**config.mk**
```make
export PLATFORM = sky130hd
export DESIGN_NAME = branch_resolution_queue_flat
export DESIGN_NICKNAME = d
export VERILOG_FILES = /design/src/rtl/bp_pkg.sv /design/src/rtl/branch_resolution_queue_if.sv /design/src/rtl/pred_fifo.sv /design/src/rtl/branch_resolution_queue.sv /design/src/flat_wrapper.sv
export SDC_FILE = /design/constraint.sdc
export NUM_CORES = 1
export LEC_CHECK = 0
export CAP_MARGIN = 25
export CELL_PAD_IN_SITES_DETAIL_PLACEMENT = 1
export CELL_PAD_IN_SITES_GLOBAL_PLACEMENT = 1
export CORE_ASPECT_RATIO = 0.8
export CORE_MARGIN = 4
export CORE_UTILIZATION = 45
export CTS_CLUSTER_SIZE = 25
export DETAILED_ROUTE_END_ITERATION = 8
export PLACE_DENSITY_LB_ADDON = 0.1
export RECOVER_POWER = 100
export SYNTH_ARGS = -nofsm -noshare
export SYNTH_HDL_FRONTEND = slang
export SYNTH_SLANG_ARGS = --single-unit
```
**constraint.sdc**
```tcl
create_clock -name clk -period 6.2 [get_ports clk]
set_clock_uncertainty 0.05 [all_clocks]
set_input_delay 1.86 -clock clk [delete_from_list [all_inputs] [get_ports clk]]
set_output_delay 1.86 -clock clk [all_outputs]
set_load 0.02 [all_outputs]
```
**src/rtl/bp_pkg.sv**
```systemverilog
// Branch-prediction types shared by fetch, the BTB glue and the branch resolution queue.
package bp_pkg;

   localparam int ADDR_W      = 32;
   localparam int INSTR_BYTES = 4;

   typedef struct packed {
      logic [ADDR_W-1:0] pc;
      logic              pred;
      logic [ADDR_W-1:0] target;
   } pred_entry_t;

endpackage

```
**src/rtl/branch_resolution_queue_if.sv**
```systemverilog
// Fetch push, execute resolve and BTB update / redirect signals of the branch resolution queue.
interface branch_resolution_queue_if;
   import bp_pkg::*;

   logic              push_valid;
   logic [ADDR_W-1:0] push_pc;
   logic              push_pred;
   logic [ADDR_W-1:0] push_target;
   logic              full;
   logic              resolve_valid;
   logic              resolve_taken;
   logic [ADDR_W-1:0] resolve_target;
   logic              update_en;
   logic              update_outcome;
   logic [ADDR_W-1:0] update_pc;
   logic [ADDR_W-1:0] update_target;
   logic              mispredict;
   logic [ADDR_W-1:0] redirect_pc;
   logic              underflow;

   modport master (
      output push_valid, push_pc, push_pred, push_target,
      output resolve_valid, resolve_taken, resolve_target,
      input  full, update_en, update_outcome, update_pc, update_target,
      input  mispredict, redirect_pc, underflow
   );

   modport slave (
      input  push_valid, push_pc, push_pred, push_target,
      input  resolve_valid, resolve_taken, resolve_target,
      output full, update_en, update_outcome, update_pc, update_target,
      output mispredict, redirect_pc, underflow
   );

endinterface

```
**src/rtl/pred_fifo.sv**
```systemverilog
// Circular FIFO of in-flight predictions; flush empties it and blocks a same-cycle push.
module pred_fifo
   import bp_pkg::*;
#(
   parameter int DEPTH = 4
) (
   input  logic        clk,
   input  logic        clear,
   input  logic        push,
   input  logic        pop,
   input  logic        flush,
   input  pred_entry_t din,
   output pred_entry_t head,
   output logic        full,
   output logic        empty
);

   localparam int PTR_W = $clog2(DEPTH);
   localparam int CNT_W = PTR_W + 1;

   logic [PTR_W-1:0] rptr_q, rptr_d;
   logic [PTR_W-1:0] wptr_q, wptr_d;
   logic [CNT_W-1:0] count_q, count_d;
   pred_entry_t      mem_q [DEPTH];
   logic             push_ok;
   logic             pop_ok;

   assign full    = (count_q == CNT_W'(DEPTH));
   assign empty   = (count_q == '0);
   assign head    = mem_q[rptr_q];
   // A full queue rejects a push even when a pop frees a slot on the same edge.
   assign push_ok = push && !full && !flush;
   assign pop_ok  = pop && !empty;

   always_comb begin
      rptr_d  = rptr_q;
      wptr_d  = wptr_q;
      count_d = count_q;
      if (flush) begin
         rptr_d  = '0;
         wptr_d  = '0;
         count_d = '0;
      end else begin
         if (push_ok) wptr_d = wptr_q + 1'b1;
         if (pop_ok)  rptr_d = rptr_q + 1'b1;
         if (push_ok && !pop_ok) count_d = count_q + 1'b1;
         if (!push_ok && pop_ok) count_d = count_q - 1'b1;
      end
   end

   always_ff @(posedge clk) begin
      if (clear) begin
         rptr_q  <= '0;
         wptr_q  <= '0;
         count_q <= '0;
      end else begin
         rptr_q  <= rptr_d;
         wptr_q  <= wptr_d;
         count_q <= count_d;
      end
   end

   always_ff @(posedge clk) begin
      if (push_ok) mem_q[wptr_q] <= din;
   end

endmodule

```
**src/rtl/branch_resolution_queue.sv**
```systemverilog
// Holds predictions until execute resolves them; emits BTB training and mispredict redirects one cycle later.
module branch_resolution_queue
   import bp_pkg::*;
#(
   parameter int DEPTH = 4
) (
   input  logic                        clk,
   input  logic                        clear,
   branch_resolution_queue_if.slave    bus
);

   pred_entry_t       push_ent;
   pred_entry_t       head;
   logic              fifo_full;
   logic              fifo_empty;
   logic              pop_ok;
   logic              mis;

   logic              update_en_q, update_en_d;
   logic              update_outcome_q, update_outcome_d;
   logic [ADDR_W-1:0] update_pc_q, update_pc_d;
   logic [ADDR_W-1:0] update_target_q, update_target_d;
   logic              mispredict_q, mispredict_d;
   logic [ADDR_W-1:0] redirect_pc_q, redirect_pc_d;
   logic              underflow_q, underflow_d;

   assign push_ent = '{pc: bus.push_pc, pred: bus.push_pred, target: bus.push_target};
   assign pop_ok   = bus.resolve_valid && !fifo_empty;
   // Wrong direction, or taken to a different target than predicted.
   assign mis      = pop_ok && ((head.pred != bus.resolve_taken) ||
                                (bus.resolve_taken && (head.target != bus.resolve_target)));

   pred_fifo #(.DEPTH(DEPTH)) u_fifo (
      .clk   (clk),
      .clear (clear),
      .push  (bus.push_valid),
      .pop   (bus.resolve_valid),
      .flush (mis),
      .din   (push_ent),
      .head  (head),
      .full  (fifo_full),
      .empty (fifo_empty)
   );

   always_comb begin
      update_en_d      = pop_ok;
      update_outcome_d = pop_ok && bus.resolve_taken;
      update_pc_d      = pop_ok ? head.pc : update_pc_q;
      update_target_d  = pop_ok ? bus.resolve_target : update_target_q;
      mispredict_d     = mis;
      redirect_pc_d    = redirect_pc_q;
      if (mis) begin
         redirect_pc_d = bus.resolve_taken ? bus.resolve_target
                                           : head.pc + ADDR_W'(INSTR_BYTES);
      end
      underflow_d      = underflow_q || (bus.resolve_valid && fifo_empty);
   end

   always_ff @(posedge clk) begin
      if (clear) begin
         update_en_q      <= 1'b0;
         update_outcome_q <= 1'b0;
         update_pc_q      <= '0;
         update_target_q  <= '0;
         mispredict_q     <= 1'b0;
         redirect_pc_q    <= '0;
         underflow_q      <= 1'b0;
      end else begin
         update_en_q      <= update_en_d;
         update_outcome_q <= update_outcome_d;
         update_pc_q      <= update_pc_d;
         update_target_q  <= update_target_d;
         mispredict_q     <= mispredict_d;
         redirect_pc_q    <= redirect_pc_d;
         underflow_q      <= underflow_d;
      end
   end

   assign bus.full           = fifo_full;
   assign bus.update_en      = update_en_q;
   assign bus.update_outcome = update_outcome_q;
   assign bus.update_pc      = update_pc_q;
   assign bus.update_target  = update_target_q;
   assign bus.mispredict     = mispredict_q;
   assign bus.redirect_pc    = redirect_pc_q;
   assign bus.underflow      = underflow_q;

endmodule

```
**src/flat_wrapper.sv**
```systemverilog
// flat-port wrapper written by rule: the top's interface ports become plain ports
module branch_resolution_queue_flat import bp_pkg::*;
#(
   parameter int DEPTH = 4
)
  (clk, clear, bus_push_valid, bus_push_pc, bus_push_pred, bus_push_target, bus_resolve_valid, bus_resolve_taken, bus_resolve_target, bus_full, bus_update_en, bus_update_outcome, bus_update_pc, bus_update_target, bus_mispredict, bus_redirect_pc, bus_underflow);
  branch_resolution_queue_if bus_i ();
  input  logic clk;
  input  logic clear;
  input wire logic [$bits(bus_i.push_valid)-1:0] bus_push_valid;
  input wire logic [$bits(bus_i.push_pc)-1:0] bus_push_pc;
  input wire logic [$bits(bus_i.push_pred)-1:0] bus_push_pred;
  input wire logic [$bits(bus_i.push_target)-1:0] bus_push_target;
  input wire logic [$bits(bus_i.resolve_valid)-1:0] bus_resolve_valid;
  input wire logic [$bits(bus_i.resolve_taken)-1:0] bus_resolve_taken;
  input wire logic [$bits(bus_i.resolve_target)-1:0] bus_resolve_target;
  output wire logic [$bits(bus_i.full)-1:0] bus_full;
  output wire logic [$bits(bus_i.update_en)-1:0] bus_update_en;
  output wire logic [$bits(bus_i.update_outcome)-1:0] bus_update_outcome;
  output wire logic [$bits(bus_i.update_pc)-1:0] bus_update_pc;
  output wire logic [$bits(bus_i.update_target)-1:0] bus_update_target;
  output wire logic [$bits(bus_i.mispredict)-1:0] bus_mispredict;
  output wire logic [$bits(bus_i.redirect_pc)-1:0] bus_redirect_pc;
  output wire logic [$bits(bus_i.underflow)-1:0] bus_underflow;
  assign bus_i.push_valid = bus_push_valid;
  assign bus_i.push_pc = bus_push_pc;
  assign bus_i.push_pred = bus_push_pred;
  assign bus_i.push_target = bus_push_target;
  assign bus_i.resolve_valid = bus_resolve_valid;
  assign bus_i.resolve_taken = bus_resolve_taken;
  assign bus_i.resolve_target = bus_resolve_target;
  assign bus_full = bus_i.full;
  assign bus_update_en = bus_i.update_en;
  assign bus_update_outcome = bus_i.update_outcome;
  assign bus_update_pc = bus_i.update_pc;
  assign bus_update_target = bus_i.update_target;
  assign bus_mispredict = bus_i.mispredict;
  assign bus_redirect_pc = bus_i.redirect_pc;
  assign bus_underflow = bus_i.underflow;
  branch_resolution_queue #(.DEPTH(DEPTH)) u_core (.clk(clk), .clear(clear), .bus(bus_i));
endmodule
```
==> results.py <==
metrics = {
    "final_layout": {
        "utilization_pct": 56.9,
        "drive_gt1_share_pct": 11.4,
        "area_delta_synth_final_pct": 23.9,
        "stdcell_count": 1710,
        "nets": 1360,
    },
    "yosys": {
        "netlist_area_um2": 15000,
        "synth.most_common_cell": "edfxtp_1",
        "syn_avg_cell_area_um2": 14.3,
        "muxShareOfSynthArea_pct": 10.1,
        "yosys.area_share.simple_pct": 9.39,
        "ys_warn_count": 0,
        "synth_ff_type": "edfxtp_1",
        "synth-async-reset-ratio_pct": 0,
        "syn_inst": 1050,
        "ys_seq_elements": 369,
        "synth_cell_types": 59,
        "synth-compound-area-share_pct": 6.78,
        "synth_fa_ha_area_share_pct": 0.634,
        "synthXorXnorAreaFrac_pct": 3.68,
        "synth_nets": 1159,
        "synth_edf_count": 260,
        "synth_top_family_by_area": "multiplexers",
        "synth_top_area_share_pct": 52.0,
        "yosys.area.top_type": "edfxtp_1",
        "seq_area_frac_synth_pct": 66.6,
        "synthTopCellsByArea": "edfxtp_1, dfxtp_1, mux4_2",
        "synthTopCellsByCount": "edfxtp_1, nand2_1, dfxtp_1",
    },
    "place": {
        "dp_cells": 1637,
        "port_buffers": 202,
        "dpl.hpwl_um": 28700,
        "routabilityCongestion": 0.796,
        "dp_slack_ps": 641,
    },
    "floorplan": {
        "die_h_um": 171,
        "pin_count": 203,
        "core_um2": 32700,
        "start_util_pct": 45.9,
        "die_area_um2": 36300,
        "die_w_um": 212,
        "placementRows": 59,
    },
    "setup_path": {
        "cp_max_fo": 34,
        "worstPathRequired_ps": 6290,
        "worstPathCellList": "dlygate4sd3_1 -> xor2_1 -> o2111ai_1 -> a2111oi_0 -> and4_1 -> nand4_1 -> nand2_1 -> and3_2 -> clkbuf_2",
        "crit_path_top_delay_cell": "clkbuf_2",
        "crit_type": "input pin to register",
        "cp-end-kind": "register",
        "slowest_delay_ps": 820,
        "crit_arrival_ps": 5640,
        "r2r_slack_ps": 1420,
        "r2r-end": "u_core.u_fifo.mem_q[1][19]",
        "crit_start": "bus_resolve_target[23]",
        "r2r_cells": 9,
        "start_kind": "input pin",
    },
    "drt": {
        "wl_um": 42600,
        "vias": 9572,
        "drcViolationCount": 0,
        "wl_met2_um": 20000,
        "top_layer": "met4",
        "met1Wirelength_um": 19600,
        "drt_iter0_drc": 811,
        "dr_wl_met3_um": 2440,
        "firstDrtPassIters": 5,
        "vias_per_cell": 5.60,
        "antenna_left": 0,
        "wl_per_cell_um": 24.9,
    },
    "cts": {
        "htree_levels": 2,
        "cts.sinks": 369,
        "cts_setup_buffers": 0,
        "root_buffer": "clkbuf_16",
        "clk_pin_slew_ps": 60,
        "cts_tree": "yes",
        "clockBufferDepth": 3,
        "clock_latency_ps": 530,
        "ctsHoldBuffers": 0,
        "cts_buffers": 39,
        "cts-resized-gates": 0,
    },
    "sta": {
        "finalHoldViolCount": 0,
        "rsz0062_at_grt": "no",
        "period_minus_slack_ps": 5550,
        "setup_viol": 0,
        "worst_pin_slew_ps": 2020,
        "drv_slew": 142,
        "slew-limit-headroom_pct": -34.6,
        "fmax_mhz": 180,
        "worst_slack_ps": 652,
        "min_period_over_period_pct": 89.5,
        "tns_ps": 0,
    },
    "hold_path": {
        "hp-start": "u_core.bus.update_pc[30]",
        "hold_path.class": "register to register",
        "min_to": "u_core.bus.update_pc[30]",
        "holdPathStages": 2,
    },
    "power_and_ir_drop": {
        "p_leak_nw": 6.30,
        "ir_worst_vdd_mv": 0.218,
        "powerDensity_nw_per_um2": 435,
    },
    "global_routing": {
        "grt_pass1_wl_um": 63900,
        "grt_max_degree": 85,
        "gr-total-overflow": 0,
        "grt_pass1_vias": 10100,
        "grt_util_all_layers_pct": 23.3,
        "antenna_found_initial": 2,
    },
    "run_status": {
        "outcome": "finished with violations",
        "violations": "max-capacitance violations, max-slew violations",
    },
    "job": {
        "drv_cap": 3,
    },
}
[state kept, by name, summed over array words and instances (netlist names), named ones only]
signal                     cells
u_core.u_fifo.wptr_q           2
u_core.u_fifo.rptr_q           2
u_core.bus.update_en           1
u_core.bus.redirect_pc        32
u_core.bus.update_outcome      1
u_core.u_fifo.count_q          3
u_core.bus.update_target      32
u_core.bus.update_pc          32
u_core.bus.underflow           1
u_core.bus.mispredict          1
u_core.u_fifo.mem_q          260
[logic make-up (layout without fill, tap and decap cells)]
family	count (synthesis)	count (layout)
buffers and inverters	76	307
xor gates and xnor gates	63	63
AOI/OAI and AO/OA	174	174
DFF	369	369
adders and majority gates	7	7
and+or+nand+nor	280	280
muxes	81	81
other	0	2
[layer usage]
metal	vias up	track usage, %
met5	-	0
met1	4895	34.5
met2	302	37.1
met4	0	4.59
li1	4332	-
met3	43	3.81
[cell usage in the layout, fill, tap and decap left out, types with 6 or more instances in the layout]
cell and n:
ha_1 6, and2_1 6, buf_4 8, nor2b_1 12, inv_1 14, nand3_1 15, nor2_1 29, nand2b_1 7
clkbuf_1 18, o21ai_1 8, mux2i_1 27, o31ai_1 8, dfxtp_1 107, mux4_1 7, nor3_1 10, nand4_1 8
xnor2_1 49, o2111ai_1 9, nand2_1 157, clkdlybuf4s50_1 33, a21oi_1 89, xor2_1 14, nor3_2 8, mux4_2 47
o21ai_0 30, dlygate4sd3_1 168, clkbuf_16 41, clkbuf_2 9, edfxtp_1 260, a211oi_1 9
[power breakdown]
part | switching [mW] | internal, mW | leakage [nW] | total (mW)
sequential | 0.238 | 3.11 | 3.27 | 3.35
clock | 0.942 | 1.42 | 0.620 | 2.36
combinational | 1.46 | 0.918 | 2.41 | 2.38
total | 2.64 | 5.46 | 6.30 | 8.09
[how the worst max path moves through the flow]
stage | to | slack [ps] | depth (start not counted)
after floorplan | u_core.u_fifo.mem_q[0][0] | 1110 | 7
after global placement | u_core.u_fifo.count_q[2] | 750 | 15
after detailed placement | u_core.u_fifo.count_q[2] | 640 | 15
after CTS | u_core.u_fifo.count_q[2] | 1160 | 15
after global routing | u_core.u_fifo.mem_q[1][19] | 450 | 9
final | u_core.u_fifo.mem_q[1][19] | 650 | 9
[critical path: cells and delay by family]
kind	cells	cell delay [ps]
xor+xnor	1	200
compound gates	2	720
simple gates	4	1300
buf+inv	2	1500
[through the flow]
| step | total power [mW] | hold slack, ps | area, um2 |
|---|---|---|---|
| after floorplan | 4.91 | 465 | 15000 |
| after global placement | 5.82 | 393 | 17300 |
| after detailed placement | 5.87 | 399 | 17300 |
| after CTS | 8.25 | 408 | 18600 |
| after global routing | 8.50 | 428 | 18600 |
| final | 8.09 | 402 | 18600 |
[layout make-up]
type	instances	area (um2)
fill	3177	14100
sequential	369	10000
multi-input combinational	605	4590
timing repair buffer	221	2130
clock buffer	59	1120
tap	427	534
clock inverter	12	168
inverter	15	56.3
antenna	2	5.00
No activity file was read; power rests on OpenSTA's default activity.
